**src/rtl/prog_fill_ctrl_if.sv**
```systemverilog
// Backing-RAM read handshake between the fill controller (master) and the
// program memory (slave).
interface prog_fill_ctrl_if #(
    parameter int AW = 10
);
    logic          mem_req;
    logic [AW-1:0] mem_addr;
    logic          mem_ack;
    logic [31:0]   mem_rdata;

    modport master (
        output mem_req,
        output mem_addr,
        input  mem_ack,
        input  mem_rdata
    );

    modport slave (
        input  mem_req,
        input  mem_addr,
        output mem_ack,
        output mem_rdata
    );
endinterface

```
**src/rtl/prog_fill_ctrl.sv**
```systemverilog
// Two-bank switching program cache fill controller: demand fills on a miss and
// next-line prefetch when the last word of the active line is fetched.
module prog_fill_ctrl #(
    parameter int LINE_WORDS = 8,
    parameter int AW         = 10
) (
    input  logic                            clk,
    input  logic                            Reset,
    input  logic                            fetch_req,
    input  logic [AW-1:0]                   fetch_addr,
    output logic                            hit,
    output logic                            hit_bank,
    output logic [$clog2(LINE_WORDS)-1:0]   hit_idx,
    output logic                            stall,
    prog_fill_ctrl_if.master                mem,
    output logic                            fill_we,
    output logic                            fill_bank,
    output logic [$clog2(LINE_WORDS)-1:0]   fill_idx,
    output logic [31:0]                     fill_data
);
    localparam int OW = $clog2(LINE_WORDS);
    localparam int TW = AW - OW;
    localparam logic [OW-1:0] LAST_BEAT = OW'(LINE_WORDS - 1);

    typedef enum logic [1:0] {
        ST_IDLE     = 2'd0,
        ST_DEMAND   = 2'd1,
        ST_PREFETCH = 2'd2
    } state_t;

    state_t                 state_r, state_nxt_s;
    logic [1:0][TW-1:0]     tag_r, tag_nxt_s;
    logic [1:0]             valid_r, valid_nxt_s;
    logic                   k_r, k_nxt_s;
    logic                   tgt_bank_r, tgt_bank_nxt_s;
    logic [TW-1:0]          tgt_line_r, tgt_line_nxt_s;
    logic [OW-1:0]          beat_r, beat_nxt_s;

    logic [TW-1:0]          fetch_line_s;
    logic [TW-1:0]          next_line_s;
    logic [1:0]             match_s;
    logic                   hit_s;
    logic                   hit_bank_s;
    logic                   miss_s;
    logic                   next_res_s;
    logic                   busy_s;
    logic                   beat_done_s;
    logic                   victim_s;

    assign fetch_line_s = fetch_addr[AW-1:OW];
    assign next_line_s  = fetch_line_s + TW'(1);
    assign match_s[0]   = valid_r[0] && (tag_r[0] == fetch_line_s);
    assign match_s[1]   = valid_r[1] && (tag_r[1] == fetch_line_s);
    assign hit_s        = fetch_req && (match_s != 2'b00);
    assign hit_bank_s   = match_s[1];
    assign miss_s       = fetch_req && !hit_s;
    assign next_res_s   = (valid_r[0] && (tag_r[0] == next_line_s)) ||
                          (valid_r[1] && (tag_r[1] == next_line_s));
    assign busy_s       = (state_r != ST_IDLE);
    assign beat_done_s  = busy_s && mem.mem_ack;
    assign victim_s     = ~k_r;

    assign hit          = hit_s;
    assign hit_bank     = hit_bank_s;
    assign hit_idx      = fetch_addr[OW-1:0];
    assign stall        = miss_s;

    assign mem.mem_req  = busy_s;
    assign mem.mem_addr = busy_s ? {tgt_line_r, beat_r} : {AW{1'b0}};

    assign fill_we      = beat_done_s;
    assign fill_bank    = tgt_bank_r;
    assign fill_idx     = beat_r;
    assign fill_data    = mem.mem_rdata;

    // Next-state and fill bookkeeping; the filling bank is held invalid so it never hits.
    always_comb begin
        state_nxt_s    = state_r;
        tag_nxt_s      = tag_r;
        valid_nxt_s    = valid_r;
        tgt_bank_nxt_s = tgt_bank_r;
        tgt_line_nxt_s = tgt_line_r;
        beat_nxt_s     = beat_r;
        if (hit_s) begin
            k_nxt_s = hit_bank_s;
        end else begin
            k_nxt_s = k_r;
        end

        case (state_r)
            ST_IDLE: begin
                if (miss_s) begin
                    state_nxt_s             = ST_DEMAND;
                    tgt_bank_nxt_s          = victim_s;
                    tgt_line_nxt_s          = fetch_line_s;
                    valid_nxt_s[victim_s]   = 1'b0;
                    tag_nxt_s[victim_s]     = fetch_line_s;
                    beat_nxt_s              = {OW{1'b0}};
                end else if (hit_s && (fetch_addr[OW-1:0] == LAST_BEAT) && !next_res_s) begin
                    state_nxt_s             = ST_PREFETCH;
                    tgt_bank_nxt_s          = ~hit_bank_s;
                    tgt_line_nxt_s          = next_line_s;
                    valid_nxt_s[~hit_bank_s] = 1'b0;
                    tag_nxt_s[~hit_bank_s]  = next_line_s;
                    beat_nxt_s              = {OW{1'b0}};
                end else begin
                    state_nxt_s = ST_IDLE;
                end
            end
            ST_DEMAND, ST_PREFETCH: begin
                if (beat_done_s) begin
                    if (beat_r == LAST_BEAT) begin
                        valid_nxt_s[tgt_bank_r] = 1'b1;
                        state_nxt_s             = ST_IDLE;
                        beat_nxt_s              = {OW{1'b0}};
                    end else if ((state_r == ST_PREFETCH) && miss_s &&
                                 (fetch_line_s != tgt_line_r)) begin
                        // Redirect the prefetch bank to the demanded line once the beat lands.
                        state_nxt_s             = ST_DEMAND;
                        tgt_line_nxt_s          = fetch_line_s;
                        tag_nxt_s[tgt_bank_r]   = fetch_line_s;
                        beat_nxt_s              = {OW{1'b0}};
                    end else begin
                        beat_nxt_s = beat_r + OW'(1);
                    end
                end else begin
                    beat_nxt_s = beat_r;
                end
            end
            default: begin
                state_nxt_s = ST_IDLE;
            end
        endcase
    end

    // State register with asynchronous reset; a reset mid-fill abandons the line.
    always_ff @(posedge clk or negedge Reset) begin
        if (!Reset) begin
            state_r    <= ST_IDLE;
            tag_r[0]   <= {TW{1'b0}};
            tag_r[1]   <= TW'(1);
            valid_r    <= 2'b00;
            k_r        <= 1'b0;
            tgt_bank_r <= 1'b0;
            tgt_line_r <= {TW{1'b0}};
            beat_r     <= {OW{1'b0}};
        end else begin
            state_r    <= state_nxt_s;
            tag_r      <= tag_nxt_s;
            valid_r    <= valid_nxt_s;
            k_r        <= k_nxt_s;
            tgt_bank_r <= tgt_bank_nxt_s;
            tgt_line_r <= tgt_line_nxt_s;
            beat_r     <= beat_nxt_s;
        end
    end
endmodule
```
**src/flat_wrapper.sv**
```systemverilog
// flat-port wrapper written by rule: the top's interface ports become plain ports
module prog_fill_ctrl_flat 
#(
    parameter int LINE_WORDS = 8,
    parameter int AW         = 10
)
  (clk, Reset, fetch_req, fetch_addr, hit, hit_bank, hit_idx, stall, fill_we, fill_bank, fill_idx, fill_data, mem_mem_req, mem_mem_addr, mem_mem_ack, mem_mem_rdata);
  prog_fill_ctrl_if #(.AW(AW)) mem_i ();
  input  logic clk;
  input  logic Reset;
  input  logic fetch_req;
  input  logic [AW-1:0] fetch_addr;
  output logic hit;
  output logic hit_bank;
  output logic [$clog2(LINE_WORDS)-1:0] hit_idx;
  output logic stall;
  output logic fill_we;
  output logic fill_bank;
  output logic [$clog2(LINE_WORDS)-1:0] fill_idx;
  output logic [31:0] fill_data;
  output wire logic [$bits(mem_i.mem_req)-1:0] mem_mem_req;
  output wire logic [$bits(mem_i.mem_addr)-1:0] mem_mem_addr;
  input wire logic [$bits(mem_i.mem_ack)-1:0] mem_mem_ack;
  input wire logic [$bits(mem_i.mem_rdata)-1:0] mem_mem_rdata;
  assign mem_mem_req = mem_i.mem_req;
  assign mem_mem_addr = mem_i.mem_addr;
  assign mem_i.mem_ack = mem_mem_ack;
  assign mem_i.mem_rdata = mem_mem_rdata;
  prog_fill_ctrl #(.LINE_WORDS(LINE_WORDS), .AW(AW)) u_core (.clk(clk), .Reset(Reset), .fetch_req(fetch_req), .fetch_addr(fetch_addr), .hit(hit), .hit_bank(hit_bank), .hit_idx(hit_idx), .stall(stall), .mem(mem_i), .fill_we(fill_we), .fill_bank(fill_bank), .fill_idx(fill_idx), .fill_data(fill_data));
endmodule
```
**config.mk**
```make
export PLATFORM = sky130hd
export DESIGN_NAME = prog_fill_ctrl_flat
export DESIGN_NICKNAME = d
export VERILOG_FILES = /design/src/rtl/prog_fill_ctrl_if.sv /design/src/rtl/prog_fill_ctrl.sv /design/src/flat_wrapper.sv
export SDC_FILE = /design/constraint.sdc
export NUM_CORES = 1
export LEC_CHECK = 0
export BUFFER_PORTS_ARGS = -buffer_cell sky130_fd_sc_hd__buf_2
export CORE_ASPECT_RATIO = 0.6
export CORE_UTILIZATION = 55
export DETAILED_ROUTE_END_ITERATION = 10
export GPL_ROUTABILITY_DRIVEN = 0
export PLACE_DENSITY = 0.87
export SETUP_SLACK_MARGIN = 0.02
export SLEW_MARGIN = 20
export SYNTH_ARGS = -nofsm -noshare
export SYNTH_HDL_FRONTEND = slang
export SYNTH_SLANG_ARGS = --single-unit
```
**constraint.sdc**
```tcl
create_clock -name clk -period 6.9 [get_ports clk]
set_clock_uncertainty 0.2 [all_clocks]
set_input_delay 1.035 -clock clk [delete_from_list [all_inputs] [get_ports clk]]
set_output_delay 1.035 -clock clk [all_outputs]
set_load 0.05 [all_outputs]
```
==> results.ini <==
[setup_path]
path_max_fanout = 12
timing.rr.start = u_core.state_r[1]
r2r_end = u_core.tag_r[8]
arrival_ns = 2.88
crit_path_end_kind = output pin
crit_type = input pin to output pin
reg2reg_slack_ns = 3.52
reg2reg_depth = 8
cp.required_ns = 5.66
start_kind = input pin

[routing]
drt_iter0_drc = 198
final_antenna_net_count = 0
firstDrtPassIters = 4
drc = 0
via_per_inst = 6.26
vias = 2398
routedWlPerCell_um = 18.3
wl_mm = 7.01

[clock_network]
ctsHtreeMaxLevel = 2
postCtsSetupRepairBufs = 0
cts.path.max_buffers = 2
root_buffer = clkbuf_8
cts_hold_buf = 0
post_cts_resized = 0
clock_latency_ns = 0.30
cts.reportedPaths.clkPinSlew_ns = 0.07
cts_num_sinks = 30
cts_tree = built
cts_buffers = 5

[sta]
min_period_over_period_pct = 59.7
slew_headroom_pct = 49.5
fmax_mhz = 243
report.final.slew_viol_count = 0
rsz0062_at_grt = no
tightest_slew_ns = 0.746
timing.hold.ws_ns = 0.315
finalSetupViolations = 0
layout_min_cycle_time_ns = 4.12
fin_tns_setup_ns = 0
hold_viol = 0

[grt]
grt.overflow.total = 0
grt_start_max_net_pins = 31
grt_pass1_vias = 2106
track_usage_pct = 27.1
antenna_found_initial = 0
grt_pass1_wl_mm = 11.0

[synthesis]
ys_ff_latch = 30
async_reset_ff_share_pct = 100
ys_top_cells_by_area = dfrtp_1 (25%), buf_4 (9.5%), mux2_1 (6.7%), xnor2_1 (6.5%), xor2_1 (4.3%)
synth_nets = 379
synth_cells = 327
syn_avg_cell_area_um2 = 8.71
synth_flop_cell = dfrtp_1
yosysWarnings = 0
synth_cell_type_count = 60
yosysTopAreaCellShare_pct = 25.5
synth_edf_count = 0
synth_area_leader_cell = dfrtp_1
yosysSeqAreaShare_pct = 26.4
synth_area_mm2 = 0.00285

[worst_hold_path]
min_to = u_core.tag_r[12]
hold_class = register to register
min_path_cells = 1
min_from = u_core.tag_r[12]

[placed_design]
portBuffers = 35
place_area_mm2 = 0.00277
hpwl_mm = 5.19
dp.cells = 375

[die]
fp.dieH_um = 57.8
num_rows = 19
die_area_mm2 = 0.00548
ios = 100
die_width_um = 94.9
fp.coreArea_mm2 = 0.00478
initial_core_util_pct = 59.6

[pwr]
leakage_nw = 1.26
peakVddDrop_v = 0.000325
power.density_cell_area_mw_per_mm2 = 382

[finish]
final_nets = 371
fin_area_mm2 = 0.00286
drive_gt1_share_pct = 20.0
n_antenna_cell = 0
fin_cells = 383
area_delta_synth_final_pct = 0.395

[run]
cap_violations = 0

[outcome]
status = finished clean

## worst max-delay path by stage
stage	start	end	slack, ns	depth (start not counted)
floorplan	fetch_addr[6]	hit_bank	2.21	5
global placement	fetch_addr[7]	stall	2.83	7
detailed placement	fetch_addr[8]	stall	2.83	7
CTS	fetch_addr[8]	stall	2.83	7
global route	fetch_addr[7]	stall	2.65	7
finish	fetch_addr[8]	stall	2.78	7
## cells by family (layout without fill, tap and decap cells)
family	Yosys count	count (layout)	share of synthesized area [%]
DFF	30	30	26.4
adders and majority gates	6	6	2.63
buffers and inverters	69	62	14.4
AOI/OAI and AO/OA	57	57	14.3
xor gates and xnor gates	36	36	11.3
muxes	25	25	9.57
and+or+nand+nor	104	104	21.4
## power breakdown
part | switching, mW | leakage, nW | internal, mW
logic | 0.419 | 0.838 | 0.216
clock network | 0.0739 | 0.0482 | 0.0805
registers | 0.0624 | 0.373 | 0.242
## per-layer routing
layer	vias to the layer above	part of all wire (%)	global-route usage, %
met5	-	0	0
met1	1160	48	40.8
met4	0	1.2	8.01
met3	10	11	8.66
li1	1092	-	-
met2	136	40	36.6
## cells in the mapped netlist, drive strengths merged, types with 2 or more instances
library cell  count
nand4             6
clkbuf            3
o21a              2
o21ai            13
nor2             19
nor4              3
or3b              3
inv              17
o21bai            2
mux2             18
a21oi            16
o211ai            4
dfrtp            29
or3               3
nor3              9
and3              4
nand2            24
a41oi             4
nor3b             2
xor2             14
mux2i             7
nand2b            5
nand3             9
buf              48
or4               4
a21o              2
nor2b             9
ha                6
xnor2            22
a31oi             4
## cell usage in the layout, fill, tap and decap left out, types with 2 or more instances in the layout
cell type,count
or4_1,2
ha_1,6
a21oi_1,16
or3b_1,3
nor3_1,9
nand2_2,2
xnor2_1,21
nand2b_1,5
nand4_1,6
and3_1,4
o21bai_1,2
or3_1,3
a41oi_1,4
o21ai_0,12
mux2i_1,7
buf_2,35
xor2_1,14
or4_4,2
dfrtp_1,29
nor2_1,18
nand3_1,7
mux2_1,17
o211ai_1,3
nor2b_1,9
inv_1,16
a21o_1,2
nand2_1,22
a31oi_1,4
clkbuf_8,6
nor3b_1,2
## worst max-delay path, cell delays in order
cell	delay, ns
buf_2	0.19
xnor2_1	0.37
nand4_1	0.17
or4_4	0.55
nand2_2	0.23
inv_2	0.10
buf_2	0.22
## state kept, by name (all words and copies together) (netlist names)
name,flops
u_core.fill_bank,1
u_core.k_r,1
u_core.valid_r,2
u_core.tgt_line_r,7
u_core.state_r,2
u_core.tag_r,14
u_core.fill_idx,3
## per-stage QoR
step           setup WS, ns  utilization [%]  power (mW)
2_1_floorplan          2.21                -       0.847
3_3_place_gp           2.83             57.9       0.921
3_5_place_dp           2.83             57.9       0.934
4_1_cts                2.83             59.9        1.09
5_1_grt                2.65             59.9        1.15
6_report               2.78             59.9        1.09
## layout make-up
class / count / area (um^2)
clock buffers: 7 / 86.3
clock inverters: 1 / 5.00
fillers: 429 / 1920
inverters: 18 / 67.6
multi-input cells: 228 / 1690
flip-flops and latches: 30 / 752
well taps: 63 / 78.8
repair buffers: 36 / 183
(Power assumes the default switching activity.)
